==> config.mk <==
export PLATFORM = sky130hd
export DESIGN_NAME = syscall_ctrl
export DESIGN_NICKNAME = d
export VERILOG_FILES = /design/src/rtl/syscall_pkg.sv /design/src/rtl/syscall_byte_sel.sv /design/src/rtl/syscall_ctrl.sv
export SDC_FILE = /design/constraint.sdc
export NUM_CORES = 1
export LEC_CHECK = 0
export ABC_AREA = 1
export ABC_CLOCK_PERIOD_IN_PS = 2110
export CORE_AREA = 2 2 122 124
export CTS_BUF_LIST = sky130_fd_sc_hd__clkbuf_4 sky130_fd_sc_hd__clkbuf_8 sky130_fd_sc_hd__clkbuf_16
export CTS_CLUSTER_DIAMETER = 80
export DETAILED_ROUTE_END_ITERATION = 7
export DIE_AREA = 0 0 124 126
export PLACE_DENSITY_LB_ADDON = 0.12
export SYNTH_ARGS = -nofsm -noshare
export SYNTH_HDL_FRONTEND = slang
export SYNTH_SLANG_ARGS = --single-unit
==> constraint.sdc <==
create_clock -name clk -period 2.11 [get_ports clk]
set_clock_uncertainty 0.05 [all_clocks]
set_input_delay 0.5275 -clock clk [delete_from_list [all_inputs] [get_ports clk]]
set_output_delay 0.5275 -clock clk [all_outputs]
set_load 0.05 [all_outputs]
==> src/rtl/syscall_pkg.sv <==
// Shared service codes, console constants and sequencer states for the syscall controller.
package syscall_pkg;

  localparam logic [31:0] SYS_PRINT_INT = 32'd1;
  localparam logic [31:0] SYS_PRINT_STR = 32'd4;
  localparam logic [31:0] SYS_EXIT      = 32'd10;

  localparam logic [7:0]  CHAR_NL       = 8'h0A;

  typedef enum logic [2:0] {
    IDLE      = 3'd0,
    INT_OUT   = 3'd1,
    STR_FETCH = 3'd2,
    STR_CHAR  = 3'd3,
    STR_NL    = 3'd4,
    HALT      = 3'd5
  } sys_state_t;

  // True for the service codes this sequencer acts on.
  function automatic logic is_service(input logic [31:0] code);
    return (code == SYS_PRINT_INT) || (code == SYS_PRINT_STR) || (code == SYS_EXIT);
  endfunction

endpackage

==> src/rtl/syscall_byte_sel.sv <==
// Little-endian byte lane extraction from a fetched string word.
module syscall_byte_sel
  import syscall_pkg::*;
(
  input  logic [31:0] i_word,
  input  logic [1:0]  i_bidx,
  output logic [7:0]  o_byte,
  output logic        o_zero
);

  // Lane 0 is the lowest-addressed character.
  always_comb begin
    o_byte = i_word[{i_bidx, 3'b000} +: 8];
    o_zero = (o_byte == 8'h00);
  end

endmodule

==> src/rtl/syscall_ctrl.sv <==
// Multi-cycle syscall sequencer: print int, print string, exit; owns the memory read mux.
module syscall_ctrl
  import syscall_pkg::*;
#(
  parameter int unsigned ADDR_W    = 30,
  parameter int unsigned MAX_WORDS = 64
) (
  input  logic              clk,
  input  logic              rst_n,
  input  logic              sys,
  input  logic [31:0]       regv,
  input  logic [31:0]       rega,
  input  logic [ADDR_W-1:0] fetch_pc,
  output logic [ADDR_W-1:0] mem_addr,
  input  logic [31:0]       mem_rdata,
  output logic              stall,
  output logic              char_valid,
  output logic [7:0]        char_data,
  input  logic              char_ready,
  output logic              int_valid,
  output logic [31:0]       int_data,
  input  logic              int_ready,
  output logic              halt,
  output logic              overrun
);

  localparam int unsigned WCNT_W = $clog2(MAX_WORDS + 1);

  sys_state_t        r_state, w_state_nx;
  logic              r_sys_q;
  logic [31:0]       r_rega, w_rega_nx;
  logic [ADDR_W-1:0] r_ptr, w_ptr_nx;
  logic [31:0]       r_word, w_word_nx;
  logic [1:0]        r_bidx, w_bidx_nx;
  logic [WCNT_W-1:0] r_wcnt, w_wcnt_nx;
  logic              r_overrun, w_overrun_nx;
  logic              w_sys_rise;
  logic [7:0]        w_byte;
  logic              w_byte_zero;

  assign w_sys_rise = sys & ~r_sys_q;
  assign overrun    = r_overrun;

  syscall_byte_sel u_byte_sel (
    .i_word (r_word),
    .i_bidx (r_bidx),
    .o_byte (w_byte),
    .o_zero (w_byte_zero)
  );

  // State and datapath registers; reset returns to IDLE from any state.
  always_ff @(posedge clk or negedge rst_n) begin
    if (!rst_n) begin
      r_state   <= IDLE;
      r_sys_q   <= 1'b0;
      r_rega    <= '0;
      r_ptr     <= '0;
      r_word    <= '0;
      r_bidx    <= '0;
      r_wcnt    <= '0;
      r_overrun <= 1'b0;
    end else begin
      r_state   <= w_state_nx;
      r_sys_q   <= sys;
      r_rega    <= w_rega_nx;
      r_ptr     <= w_ptr_nx;
      r_word    <= w_word_nx;
      r_bidx    <= w_bidx_nx;
      r_wcnt    <= w_wcnt_nx;
      r_overrun <= w_overrun_nx;
    end
  end

  // Next-state, datapath updates and console/memory outputs.
  always_comb begin
    w_state_nx   = r_state;
    w_rega_nx    = r_rega;
    w_ptr_nx     = r_ptr;
    w_word_nx    = r_word;
    w_bidx_nx    = r_bidx;
    w_wcnt_nx    = r_wcnt;
    w_overrun_nx = r_overrun;
    mem_addr     = fetch_pc;
    stall        = (r_state != IDLE);
    char_valid   = 1'b0;
    char_data    = 8'h00;
    int_valid    = 1'b0;
    int_data     = 32'h0;
    halt         = 1'b0;

    case (r_state)
      IDLE: begin
        if (w_sys_rise && is_service(regv)) begin
          stall     = 1'b1;
          w_rega_nx = rega;
          if (regv == SYS_PRINT_INT) begin
            w_state_nx = INT_OUT;
          end else if (regv == SYS_PRINT_STR) begin
            w_ptr_nx     = rega[ADDR_W-1:0];
            w_wcnt_nx    = '0;
            w_overrun_nx = 1'b0;
            w_state_nx   = STR_FETCH;
          end else begin
            w_state_nx = HALT;
          end
        end
      end
      INT_OUT: begin
        int_valid = 1'b1;
        int_data  = r_rega;
        if (int_ready) w_state_nx = IDLE;
      end
      STR_FETCH: begin
        mem_addr   = r_ptr;
        w_word_nx  = mem_rdata;
        w_bidx_nx  = 2'd0;
        w_wcnt_nx  = r_wcnt + WCNT_W'(1);
        w_state_nx = (mem_rdata == 32'h0) ? STR_NL : STR_CHAR;
      end
      STR_CHAR: begin
        if (w_byte_zero) begin
          w_state_nx = STR_NL;
        end else begin
          char_valid = 1'b1;
          char_data  = w_byte;
          if (char_ready) begin
            if (r_bidx != 2'd3) begin
              w_bidx_nx = r_bidx + 2'd1;
            end else if (r_wcnt == WCNT_W'(MAX_WORDS)) begin
              w_overrun_nx = 1'b1;
              w_state_nx   = STR_NL;
            end else begin
              w_ptr_nx   = r_ptr + ADDR_W'(1);
              w_state_nx = STR_FETCH;
            end
          end
        end
      end
      STR_NL: begin
        char_valid = 1'b1;
        char_data  = CHAR_NL;
        if (char_ready) w_state_nx = IDLE;
      end
      HALT: begin
        halt = 1'b1;
      end
      default: begin
        w_state_nx = IDLE;
      end
    endcase
  end

endmodule

==> run_results.csv <==
group,metric,value,unit
yosys,synth_seq_area_share,0.401,
sta,setup-violations-final,105,
sta,slew_violations,0,
sta,clock.fmax,403,MHz
global_route,grt_max_degree,60,
status,status,"finished, violations left",
detailed_routing,ant_nets,0,
die,fp.dieArea,15600,µm²
power,vdd_drop_max,0.457,mV
cells_and_area,layout-drive-gt1-share,0.291,
worst_setup_path,cp_max_fo,18,
sta,finalSetupTns,-24.33,ns
detailed_routing,drt_iter0_markers,859,
detailed_routing,routed_wirelength,25800,µm
worst_setup_path,worst_ep_arrival_time,1.90,ns
power,p_sw_frac,0.282,
global_route,grt_pass1_wl,39600,µm
global_route,grt_pass1_vias,7842,
yosys,netlist_instances,1034,
clock_tree,cts_buffers,9,
global_route,grt-ovfl-total,0,
clock_tree,htree_levels,3,
worst_setup_path,critPathKind,"reg -> out",
hold_path,hold_class,"reg -> reg",
sta,rsz0062_at_grt,"true",
yosys,synth_edf_count,0,
sta,final-hold-violation-count,0,
cells_and_area,area.growth.synth_to_final,78.6,%
yosys,synth_fp_nets,1169,
die,die_w,124,µm
sta,worst_slack,-0.369,ns
placement,gp_congestion,1.00,
worst_setup_path,critical_path.slowest_cell,"dfrtp_2",
yosys,synth_area_leaders,"dfrtp_1, nand2_1, o21ai_0, inv_1, nor2_1",
detailed_routing,drt-pass1-iter-count,6,
power,power_switching,1.33,mW
die,io_pins,206,
yosys,ys.flop_type,"dfrtp_1",
worst_setup_path,cp-start-kind,"flop",
yosys,ys_seq_elements,108,
yosys,yosysWarnings,0,
clock_tree,path_clk_slew,0.08,ns
worst_setup_path,critPathMaxStageDelay,0.47,ns
power,p_per_area,390,nW/µm²
clock_tree,max-clock-path-buffers,2,
power,pwr-share-comb,0.172,
die,start_util,0.471,
placement,portBuffers,205,
sta,fin_hold_ws,0.431,ns
yosys,syn_area,6750,µm²
flow_run,cap_violations,0,
clock_tree,clk_latency,0.36,ns
die,core_area,14300,µm²
power,power_leakage,5.78,nW
cells_and_area,nets,1457,
sta,worstMarginPinSlew,0.447,ns
clock_tree,cts_tree,"built",
worst_setup_path,path_cells,"buf_6 -> inv_8 -> nand2_1 -> nand3_2 -> nand2_2 -> nand2_2 -> nor2_4 -> nand2_2 -> nand2_2 -> nand2_2 -> buf_12",
sta,fin_crit_sh,1.18,
power,internal_power,3.37,mW
yosys,syn_area_per_cell,6.52,µm²
power,power_frac_seq,0.456,
placement,place_hpwl,16400,µm
yosys,synth.top_cell.area_share,0.401,
yosys,ys_types,36,
detailed_routing,vias,8128,
status,violations,"setup timing",
die,row_count,44,
power,clock_power_share,0.373,
worst_setup_path,cp.required,1.53,ns
power,power.total,4.70,mW
worst_setup_path,path_buf_inv,3,
die,die_h,126,µm
yosys,yosys.area.top_type,"dfrtp_1",
cells_and_area,fillCellCount,836,
global_route,grt.total_usage,0.326,
worst_setup_path,crit_family,"simple AND/OR/NAND/NOR gates",
clock_tree,cts.sinks,108,
sta,relSlewSlack,0.699,
worst_setup_path,cp-end-kind,"output pin",
detailed_routing,via_per_inst,5.38,
worst_setup_path,worst_path_most_repeated_cell,"nand2_2",
detailed_routing,drc,0,
cells_and_area,diodes,0,
cells_and_area,final_util,0.842,
global_route,antenna_found_initial,0,
sta,fin_crit,2.48,ns
clock_tree,clockRootBuffer,"clkbuf_16",
yosys,async_flop_share,1.00,
detailed_routing,drt-wirelength-per-cell,17.1,µm
[registers in the layout (all words and copies together) (netlist names)]
register / count
r_state: 3
r_sys_q: 1
overrun: 1
r_word: 32
r_rega: 32
r_wcnt: 7
r_ptr: 30
r_bidx: 2
[path summary, 6_finish.rpt]
path / start / end / slack (ns) / cells after the start
worst max-delay path: r_bidx[0] / char_valid / -0.37 / 11
worst min-delay path: r_word[9] / r_word[9] / 0.43 / 2
worst max register to register: r_bidx[0] / r_state[0] / -0.25 / 16
worst min register to register: r_word[9] / r_word[9] / 0.43 / 2
max in group asynchronous: rst_n / r_rega[8] / 0.84 / 3
min in group asynchronous: rst_n / r_word[6] / 0.55 / 2
[Yosys cell counts, types with 4 or more instances]
library cell,instances
a21oi_1,5
buf_2,5
buf_4,4
buf_6,4
clkbuf_1,25
dfrtp_1,108
ha_1,4
inv_1,113
inv_2,4
nand2_1,404
nand3_1,41
nand4_1,9
nor2_1,108
nor2_2,6
nor3_1,13
o21ai_0,123
o21ai_1,11
o31ai_1,4
xor2_1,11
[cell usage in the layout (no fill, tap or decap), drive strengths merged, types with 4 or more instances in the layout]
cell / synthesis / final
clkdlybuf4s15: 0 / 21
inv: 118 / 122
nand3: 45 / 45
buf: 15 / 191
xor2: 11 / 11
a21oi: 5 / 5
ha: 4 / 4
nor2: 115 / 115
o21ai: 135 / 135
nand4: 9 / 9
nand2: 404 / 404
nor3: 15 / 15
clkdlybuf4s50: 0 / 97
dfrtp: 108 / 108
o31ai: 4 / 4
clkbuf: 28 / 17
[metal layers]
layer	part of all wire	routed length, µm	vias up	global-route usage
met4	0.023	589	0	0.0820
li1	-	-	3820	-
met5	0	0	-	0
met3	0.10	2640	58	0.0888
met2	0.47	12100	422	0.508
met1	0.41	10600	3828	0.452
[timing repair]
action | CTS | global route
resized for setup | 153 | 87
hold endpoints to repair | 2 | 0
endpoints found under the setup margin | 81 | 145
hold buffers | 1 | 0
gates cloned | 11 | 2
pin swaps | 59 | 42
setup buffers | 38 | 7
[tightest hold or removal path, stage by stage (launching register included)]
cell and delay, ns:
dfrtp_1 0.35, nand2_1 0.06, nand2_1 0.05
[through the flow]
step | worst slack (ns) | cells | area [µm²]
floorplan | -0.0827 | 1034 | 7430
global placement | -0.300 | 1439 | 10600
detailed placement | -0.386 | 1439 | 10600
CTS | -0.305 | 1504 | 11800
global route | -0.438 | 1511 | 12100
finish | -0.369 | 1511 | 12100
[area by class of cell]
cell class	count	area [µm²]	area share
clock buffer	10	239	0.0198
clock inverter	6	65.1	0.00540
inverter	118	463	0.0384
multi-input combinational	765	4300	0.357
sequential	108	2710	0.225
tap	184	230	0.0191
timing repair buffer	320	4040	0.336
[power by group through the flow]
stage               combinational (mW)  sequential, mW  clock (mW)
finish                           0.806            2.14        1.75
global route                     0.864            2.14        1.85
CTS                              0.797            2.14        1.76
detailed placement               0.794            2.18           0
global placement                 0.785            2.17           0
floorplan                        0.312            2.16           0
[logic make-up after synthesis]
kind of cell | Yosys count | synth area share
AO/OA/AOI/OAI | 150 | 0.116
XOR/XNOR | 14 | 0.0182
adder cells (fa/ha/maj) | 4 | 0.00742
buffers and inverters | 161 | 0.0981
flip-flops | 108 | 0.401
AND/OR/NAND/NOR | 597 | 0.360
Power figures use the tool's default switching activity.
